==> src/rtl/mem_read_responder.sv <==
// Avalon-MM read responder: pipelined fixed-latency word reads from an on-chip array.
// Define MEM_RESP_ERR_EN to add the response port (SLAVEERROR on out-of-range reads).
module mem_read_responder #(
    parameter int    DATA_W       = 64,
    parameter int    ADDR_W       = 32,
    parameter int    DEPTH        = 16,
    parameter int    READ_LATENCY = 4,
    parameter int    MAX_PENDING  = 4,
    parameter int    INIT_CYCLES  = 8,
    parameter string INIT_FILE    = ""
) (
    input  logic              clk,
    input  logic              rst,
    input  logic [ADDR_W-1:0] address,
    input  logic              read,
    input  logic              write,
    input  logic [DATA_W-1:0] writedata,
    output logic              waitrequest,
    output logic [DATA_W-1:0] readdata,
    output logic              readdatavalid
`ifdef MEM_RESP_ERR_EN
    ,
    output logic [1:0]        response
`endif
);

    localparam int IDX_W  = (DEPTH > 1) ? $clog2(DEPTH) : 1;
    localparam int PEND_W = $clog2(MAX_PENDING + 1);
    localparam int CNT_W  = (INIT_CYCLES > 1) ? $clog2(INIT_CYCLES + 1) : 1;

    typedef enum logic {
        ST_INIT,
        ST_READY
    } state_e;

    state_e state_q, state_d;
    logic [CNT_W-1:0]  init_cnt_q, init_cnt_d;
    logic [PEND_W-1:0] pending_q, pending_d;

    logic [READ_LATENCY-1:0] vld_q, vld_d;
    logic [ADDR_W-1:0]       addr_q [READ_LATENCY];
    logic [ADDR_W-1:0]       addr_d [READ_LATENCY];

    logic [DATA_W-1:0] readdata_q, readdata_d;
    logic              rdv_q, rdv_d;

    logic [DATA_W-1:0] mem_q [DEPTH];

    logic              acc_rd;
    logic              acc_wr;
    logic              wr_in_range;
    logic              exit_vld;
    logic [ADDR_W-1:0] exit_addr;
    logic              exit_in_range;

    assign waitrequest = (state_q == ST_INIT)
                      || (pending_q == PEND_W'(MAX_PENDING))
                      || (read && write);

    assign acc_rd = read && !waitrequest;
    assign acc_wr = write && !waitrequest;

    assign wr_in_range   = address < ADDR_W'(DEPTH);
    assign exit_vld      = vld_q[READ_LATENCY-1];
    assign exit_addr     = addr_q[READ_LATENCY-1];
    assign exit_in_range = exit_addr < ADDR_W'(DEPTH);

    always_comb begin
        state_d    = state_q;
        init_cnt_d = init_cnt_q;
        unique case (state_q)
            ST_INIT: begin
                if (init_cnt_q == CNT_W'(INIT_CYCLES - 1)) begin
                    state_d = ST_READY;
                end else begin
                    init_cnt_d = init_cnt_q + 1'b1;
                end
            end
            ST_READY: begin
                state_d = ST_READY;
            end
        endcase
    end

    // Stage 0 captures the accepted read; the last stage feeds the output register.
    always_comb begin
        vld_d[0]  = acc_rd;
        addr_d[0] = acc_rd ? address : addr_q[0];
        for (int i = 1; i < READ_LATENCY; i++) begin
            vld_d[i]  = vld_q[i-1];
            addr_d[i] = addr_q[i-1];
        end
    end

    always_comb begin
        pending_d = pending_q + PEND_W'(acc_rd) - PEND_W'(exit_vld);
    end

    always_comb begin
        rdv_d      = exit_vld;
        readdata_d = readdata_q;
        if (exit_vld) begin
            readdata_d = exit_in_range ? mem_q[exit_addr[IDX_W-1:0]] : '0;
        end
    end

`ifdef MEM_RESP_ERR_EN
    logic [1:0] resp_q, resp_d;

    always_comb begin
        resp_d = 2'b00;
        if (exit_vld && !exit_in_range) begin
            resp_d = 2'b10;
        end
    end

    always_ff @(posedge clk or posedge rst) begin
        if (rst) begin
            resp_q <= 2'b00;
        end else begin
            resp_q <= resp_d;
        end
    end

    assign response = resp_q;
`endif

    always_ff @(posedge clk or posedge rst) begin
        if (rst) begin
            state_q    <= ST_INIT;
            init_cnt_q <= '0;
            pending_q  <= '0;
            vld_q      <= '0;
            rdv_q      <= 1'b0;
            readdata_q <= '0;
            for (int i = 0; i < READ_LATENCY; i++) begin
                addr_q[i] <= '0;
            end
        end else begin
            state_q    <= state_d;
            init_cnt_q <= init_cnt_d;
            pending_q  <= pending_d;
            vld_q      <= vld_d;
            rdv_q      <= rdv_d;
            readdata_q <= readdata_d;
            for (int i = 0; i < READ_LATENCY; i++) begin
                addr_q[i] <= addr_d[i];
            end
        end
    end

    // Array has no reset so contents survive rst.
    always_ff @(posedge clk) begin
        if (acc_wr && wr_in_range) begin
            mem_q[address[IDX_W-1:0]] <= writedata;
        end
    end

    assign readdata      = readdata_q;
    assign readdatavalid = rdv_q;

endmodule

==> config.mk <==
export PLATFORM = sky130hd
export DESIGN_NAME = mem_read_responder
export DESIGN_NICKNAME = d
export VERILOG_FILES = /design/src/rtl/mem_read_responder.sv
export SDC_FILE = /design/constraint.sdc
export NUM_CORES = 1
export LEC_CHECK = 0
export BUFFER_PORTS_ARGS = -buffer_cell sky130_fd_sc_hd__buf_2
export CAP_MARGIN = 20
export CORE_MARGIN = 2
export CORE_UTILIZATION = 55
export CTS_CLUSTER_SIZE = 16
export DETAILED_ROUTE_END_ITERATION = 8
export PLACE_DENSITY = 0.75
export SETUP_SLACK_MARGIN = 0.4
export SLEW_MARGIN = 10
export SYNTH_ARGS = -nofsm -noshare
export SYNTH_HDL_FRONTEND = slang
export SYNTH_SLANG_ARGS = --single-unit
==> constraint.sdc <==
create_clock -name clk -period 8.5 [get_ports clk]
set_input_delay 0 -clock clk [delete_from_list [all_inputs] [get_ports clk]]
set_output_delay 0 -clock clk [all_outputs]
set_load 0.01 [all_outputs]
==> results of run 1 <==
synthesized netlist by cell type (2+ instances only):
cell type  instances  share of area (%)
nor2b_1            6              0.083
clkbuf_1          55               0.46
inv_1              9              0.075
buf_4             12               0.20
mux4_2           174                8.7
buf_1             13               0.11
nor2_1             5              0.042
xnor2_1            3              0.058
nand2b_1           2              0.028
and2_1            10               0.14
mux4_1            82                4.8
buf_2              2              0.022
buf_6             18               0.45
edfxtp_1        1024                 68
dfrtp_1          205                 11
ha_1               3              0.083
a22o_1            63                1.2
nand4_1            5              0.069
nor4b_1            4              0.078
nor4_1            15               0.21
nor3_1             4              0.044
mux2_2            34               0.85
a22oi_1          126                2.1
nand2_1           68               0.56
flip-flops by register name, summed over array words and instances (netlist names):
name           flops
mem_q           1024
addr_d            96
readdata          64
exit_addr         32
init_cnt_q         4
vld_q              4
pending_q          3
readdatavalid      1
state_q            1
through the flow:
step,area [um^2],setup slack [ns],total power (uW)
finish,52200,5.05,12000
global route,52200,4.82,12300
CTS,52200,5.02,12000
detailed placement,47200,4.90,6770
global placement,47200,5.02,6760
floorplan,45200,0.00311,6670
power by group:
| group | leakage [uW] | total (uW) | switching (uW) | internal (uW) |
|---|---|---|---|---|
| logic | 0.00396 | 154 | 105 | 48.8 |
| registers | 0.0120 | 6530 | 0 | 6530 |
| clock network | 0.00194 | 5300 | 2190 | 3110 |
| total | 0.0179 | 12000 | 2300 | 9690 |
critical path: stages (launching register included):
cell and delay, ns:
dfrtp_1 0.43, o311ai_1 0.33, or3_1 0.65, nor4b_2 0.32, buf_4 0.60, buf_4 0.70
layout by cell type, fill, tap and decap left out, types with 63 or more instances in the layout:
cell	count
a22o_1	63
a22oi_1	126
buf_2	165
clkbuf_16	123
dfrtp_1	203
dlygate4sd3_1	98
edfxtp_1	1024
mux4_1	82
mux4_2	174
nand2_1	68
per-layer routing:
layer | vias to the layer above | wire [um] | global-route usage [%]
li1 | 8908 | - | -
met2 | 1182 | 50600 | 39.6
met5 | - | 63 | 0
met1 | 11500 | 39200 | 33.9
met4 | 10 | 2180 | 5.95
met3 | 177 | 9020 | 4.42
cell families (layout without fill, tap and decap cells):
family / Yosys count / in the layout / share of synthesized area (%)
XOR/XNOR: 4 / 4 / 0.0775
adder cells (fa/ha/maj): 4 / 4 / 0.127
flip-flops: 1229 / 1229 / 79.4
other: 0 / 1 / 0
buffers and inverters: 112 / 527 / 1.40
AND/OR/NAND/NOR: 122 / 122 / 1.30
AO/OA/AOI/OAI: 193 / 193 / 3.39
multiplexers: 291 / 291 / 14.3
cell type report:
cell class / instances / area, um^2 / share of cell area (%)
Antenna cell: 1 / 2.50 / 0.00480
Clock buffer: 155 / 3310 / 6.35
Clock inverter: 62 / 679 / 1.30
Tap cell: 1070 / 1340 / 2.57
Sequential cell: 1229 / 35900 / 68.8
Timing Repair Buffer: 300 / 2110 / 4.04
Inverter: 10 / 45.0 / 0.0864
Multi-Input combinational cell: 614 / 8780 / 16.8
worst paths after layout:
check | endpoint | cells after the start
max | mem_q[0][21]$_DFFE_PP_ | 5
min | addr_d[82]$_DFFE_PP0P_ | 3
max reg2reg | mem_q[0][21]$_DFFE_PP_ | 5
min reg2reg | addr_d[3]$_DFF_PP0_ | 0
max in group asynchronous | readdata[53]$_DFFE_PP0P_ | 5
min in group asynchronous | addr_d[69]$_DFFE_PP0P_ | 4
==> summary.md, run 1 <==
| Metric | Value |
|---|---|
| Status | complete, no violations |
| Syn Nets | between 2000 and 2500 |
| Drt pass-1 iters | 5 |
| Critical Path Start | pending_q[1]$_DFF_PP0_ |
| First-pass GRT wire length | 149000 um |
| Setup violators final | 0 |
| Initial antenna violation count | 5 |
| Ports | about 170 |
| Fraction of layout cells with a size suffix above 1 | 26.4% |
| CTS tree | done |
| Root Driver | clkbuf_16 |
| Via-to-Cell Ratio | approximately 6.3 |
| Clock latency on the worst-skew pair | around 0.68 ns |
| Cells after Synth | between 1500 and 2000 |
| Worst Hold Class | in -> reg |
| Worst Max-Slew Pin Slew | ~1.2 ns |
| Starting density of the core | 55.3% |
| Mapped cell area | between 40000 and 50000 um^2 |
| GPL Wtd Cong | between 0.7 and 0.8 |
| Post-synthesis sequential area ratio | between 70% and 80% |
| Crit path capture type | flip-flop |
| Post-CTS sizing | 0 |
| Period utilisation layout | 40.6% |
| Site row count | 105 |
| RSZ-0062 raised after global routing | no |
| Static leakage | about 0.018 uW |
| Area grow syn2layout | 15.4% |
| Max cap viols | 0 |
| Worst-case vdd ir drop | roughly 0.17 mV |
| Remaining Overflow, GRT | 0 |
| Vias | between 20000 and 25000 |
| # DRC | 0 |
| Post-DP HPWL | around 48000 um |
| # clock sinks | roughly 1200 |
| Crit path kind | reg -> reg |
| Die area | between 80000 and 90000 um^2 |
| Post-synth EDFFs | around 1000 |
| DIE WIDTH | between 200 and 300 um |
| Yosys reg bits | 1229 |
| Drt initial violations | roughly 2600 |
| Non-Filler Instances | between 3000 and 4000 |
| Launching point of the worst reg2reg path | pending_q[1]$_DFF_PP0_ |
| Total track usage | 24.1% |
| Hold Slack | ~0.11 ns |
| CP Launch Type | flip-flop |
| TritonCTS Buffers | between 100 and 150 |
| Hold buffers post-CTS | 98 |
| Power per cell area | 230 nW/um^2 |
| Slew Limit Fails | 0 |
| Setup bufs post-CTS | 0 |
| Yosys cell types | 37 |
| Minimum clock period | ~3.4 ns |
| Fillcell total | between 5000 and 6000 |
| I/O Buffers | approximately 170 |
| DR WL/cell | 29.4 um |
| Largest net degree at the start of global routing | approximately 120 |
| Setup_tns | 0 ns |
| Layout Utilization | between 60% and 70% |
| Asr flop ratio synth | between 15 and 20% |
| Clk slew on worst S/H paths | roughly 0.060 ns |
| Fin. Hold Viols | 0 |
| Hold_sp | address[18] |
| Post-DRT Antenna Nets | 0 |
| Synth Flop Type | edfxtp_1 |
| Number of global-route vias before repair | 22700 |
| Placed insts | roughly 3100 |
| Layout Skew | 0.0259 ns |
| Relative slew slack | between 20% and 30% |
| Syn_area_per_cell | ~23 um^2 |
| Total Nets Final | approximately 2400 |
| Worst EP required | between 8 and 9 ns |
| Max Buffers Root-to-Sink | 3 |
| FMAX | 290 MHz |
| CP Data Arrival Time | roughly 3.7 ns |
| Die Y | between 200 and 300 um |
| Synth Warn # | 0 |
| R2r setup slk | just over 5 ns |
| Htree depth | 3 |
| Final wirelength | between 100000 and 150000 um |
| Core area | ~82000 um^2 |
| Worst-path maximum fanout | 35 |
Note: power is estimated with default switching activity, not from simulation.
==> run 2, diff against run 1 <==
Clock period 8.5 ns to 2.8 ns, I/O delays scaled along.
==> run 2 against run 1 <==
Against the previous run:
- global-route usage down 0.83 points
- first-iteration DRC count down 13%
- register-to-register slack worse by 4.6 ns
- largest cell class unchanged
==> summary.md, run 2 (synthesized netlist as in run 1, its figures left out) <==
| Metric | Value |
|---|---|
| Clock latency on the worst-skew pair | 0.70 ns (+0.02 ns) |
| Fin. Hold Viols | 0 (unchanged) |
| Hold EP | addr_d[93]$_DFFE_PP0P_ |
| Status | complete, no violations |
| Post-DRT Antenna Nets | 0 (unchanged) |
| Drt pass-1 iters | 7 (+2) |
| Critical Path Start | exit_addr[0]$_DFF_PP0_ |
| CP Cell Sequence | buf_16 > mux4_1 > a22oi_1 > nand2_1 > a22o_1 |
| Starting density of the core | 55.3% (unchanged) |
| Final worst slack | 0.407 ns (-4.64 ns) |
| Max reg flops | 1024 (unchanged) |
| GPL Wtd Cong | 0.768 (+5.6%) |
| Worst-path maximum fanout | 49 (+40%) |
| Most common cell after layout, fill and taps aside | edfxtp_1 |
| Crit path capture type | flip-flop |
| Crit path kind | reg -> reg |
| Area grow syn2layout | 18.7% |
| Pre-CTS setup slack | 0.0220 ns (-4.88 ns) |
| Number of global-route vias before repair | 22900 (+1.1%) |
| Worst Max-Slew Pin Slew | 0.800 ns (-0.377 ns) |
| Worst-case vdd ir drop | 0.603 mV (+260%) |
| CTS tree | done |
| Largest net degree at the start of global routing | 101 (-14%) |
| Max Buffers Root-to-Sink | 3 (unchanged) |
| I/O Buffers | 165 (unchanged) |
| Max cap viols | 0 (unchanged) |
| Total track usage | 23.2% (-0.83 points) |
| CP Data Arrival Time | 2.96 ns (-0.78 ns) |
| Vias | 21700 (-0.48%) |
| Most frequent cells in the layout | 1024 x edfxtp_1, 203 x dfrtp_1, 174 x mux4_2 |
| Remaining Overflow, GRT | 0 (unchanged) |
| Layout Skew | 0.0320 ns (+0.00613 ns) |
| Initial antenna violation count | 3 (-2) |
| FMAX | 418 MHz (+44%) |
| R2r setup slk | 0.41 ns (-4.64 ns) |
| Minimum clock period | 2.39 ns (-1.06 ns) |
| Core area | 81700 um^2 (unchanged) |
| Total Nets Final | 2447 (+3.1%) |
| Post-DP HPWL | 54900 um (+14%) |
| Worst EP required | 3.37 ns (-5.42 ns) |
| # DRC | 0 (unchanged) |
| Final wirelength | 98000 um (-2.9%) |
| Largest delay contributor family on the critical path | multiplexers |
| Launching point of the worst reg2reg path | exit_addr[0]$_DFF_PP0_ |
| Htree depth | 3 (unchanged) |
| Period utilisation layout | 85.4% (+45 points) |
| Hold path depth | 3 (unchanged) |
| FF-to-FF path depth | 5 (unchanged) |
| First-pass GRT wire length | 146000 um (-2.1%) |
| Power per cell area | 679 nW/um^2 (+200%) |
| Setup violators final | 0 (unchanged) |
| Clk slew on worst S/H paths | 0.06 ns (about the same) |
| Drt initial violations | 2245 (-13%) |
| Die Y | 291 um (unchanged) |
| TritonCTS Buffers | 115 (+0.88%) |
| Root Driver | clkbuf_16 |
| CP Launch Type | flip-flop |
| Worst Hold Class | in -> reg |
| Reg-to-Reg End | readdata[14]$_DFFE_PP0P_ |
| Via-to-Cell Ratio | 6.16 (-2.5%) |
| Die area | 84500 um^2 (unchanged) |
| Crit path buf inv count | 1 (-1) |
| Site row count | 105 (unchanged) |
| Worst path max stage delay | 0.65 ns (-0.05 ns) |
| RSZ-0062 raised after global routing | yes |
| Slowest library cell on the worst path | mux4_1 |
| Hold_sp | address[29] |
| Static leakage | 0.0186 uW (+3.5%) |
| # clock sinks | 1229 (unchanged) |
| DIE WIDTH | 291 um (unchanged) |
| Slew Limit Fails | 0 (unchanged) |
| Setup_tns | 0 ns (unchanged) |
| DR WL/cell | 27.9 um (-5.0%) |
| Relative slew slack | 46.7% (+25 points) |
| Fraction of layout cells with a size suffix above 1 | 28.4% (+2.0 points) |
| Ports | 166 (unchanged) |
## run 2: how the worst max path moves through the flow
stage	endpoint	slack (ns)	cells past startpoint
2_1_floorplan	mem_q[12][0]$_DFFE_PP_	-0.90	4
4_1_cts	readdata[14]$_DFFE_PP0P_	0.39	5
6_report	readdata[14]$_DFFE_PP0P_	0.41	5
5_1_grt	readdata[14]$_DFFE_PP0P_	0.31	5
3_3_place_gp	mem_q[0][63]$_DFFE_PP_	0.04	9
3_5_place_dp	mem_q[8][48]$_DFFE_PP_	0.02	9
## run 2: tightest hold or removal path, cell delays in order
cell and delay (ns):
dlygate4sd3_1 0.52, buf_2 0.11, mux2_2 0.13
## run 2: through the flow
stage	utilization (%)	hold WS, ns	cells	power (uW)	instance area [um^2]
floorplan	-	0.0989	1955	20300	45300
global placement	59.4	0.0625	3193	20500	48600
detailed placement	59.4	0.0659	3193	20600	48600
CTS	65.5	0.0611	3509	36600	53500
global route	65.6	0.104	3513	37300	53600
finish	65.6	0.0946	3514	36400	53600
## run 2: final cells by class
class / count / area, um^2
Multi-Input combinational cell: 614 / 8860
Inverter: 10 / 41.3
Clock buffer: 142 / 3070
Sequential cell: 1229 / 35900
Timing Repair Buffer: 373 / 3540
Tap cell: 1070 / 1340
Antenna cell: 1 / 2.50
Clock inverter: 75 / 888
Fill cell: 4921 / 28100
## run 2: power by group
| group | internal (uW) | total, uW | switching [uW] |
|---|---|---|---|
| clock | 9480 | 16100 | 6620 |
| sequential | 19800 | 19800 | 0 |
| combinational | 154 | 495 | 340 |
| total | 29400 | 36400 | 6960 |
## run 2: what timing repair did
action,CTS,global route
endpoints found under the hold margin,1283,0
pin swaps,0,2
hold buffers,99,0
gates cloned,0,2
endpoints found under the setup margin,1,447
resized for setup,1,5
setup buffers,0,2
## run 2: layer usage
metal	vias up	track usage, %	part of all wire, %
met5	-	0	0.021
met2	1019	39.0	51
li1	9070	-	-
met3	130	4.27	7.7
met4	4	6.89	2.2
met1	11400	31.6	39
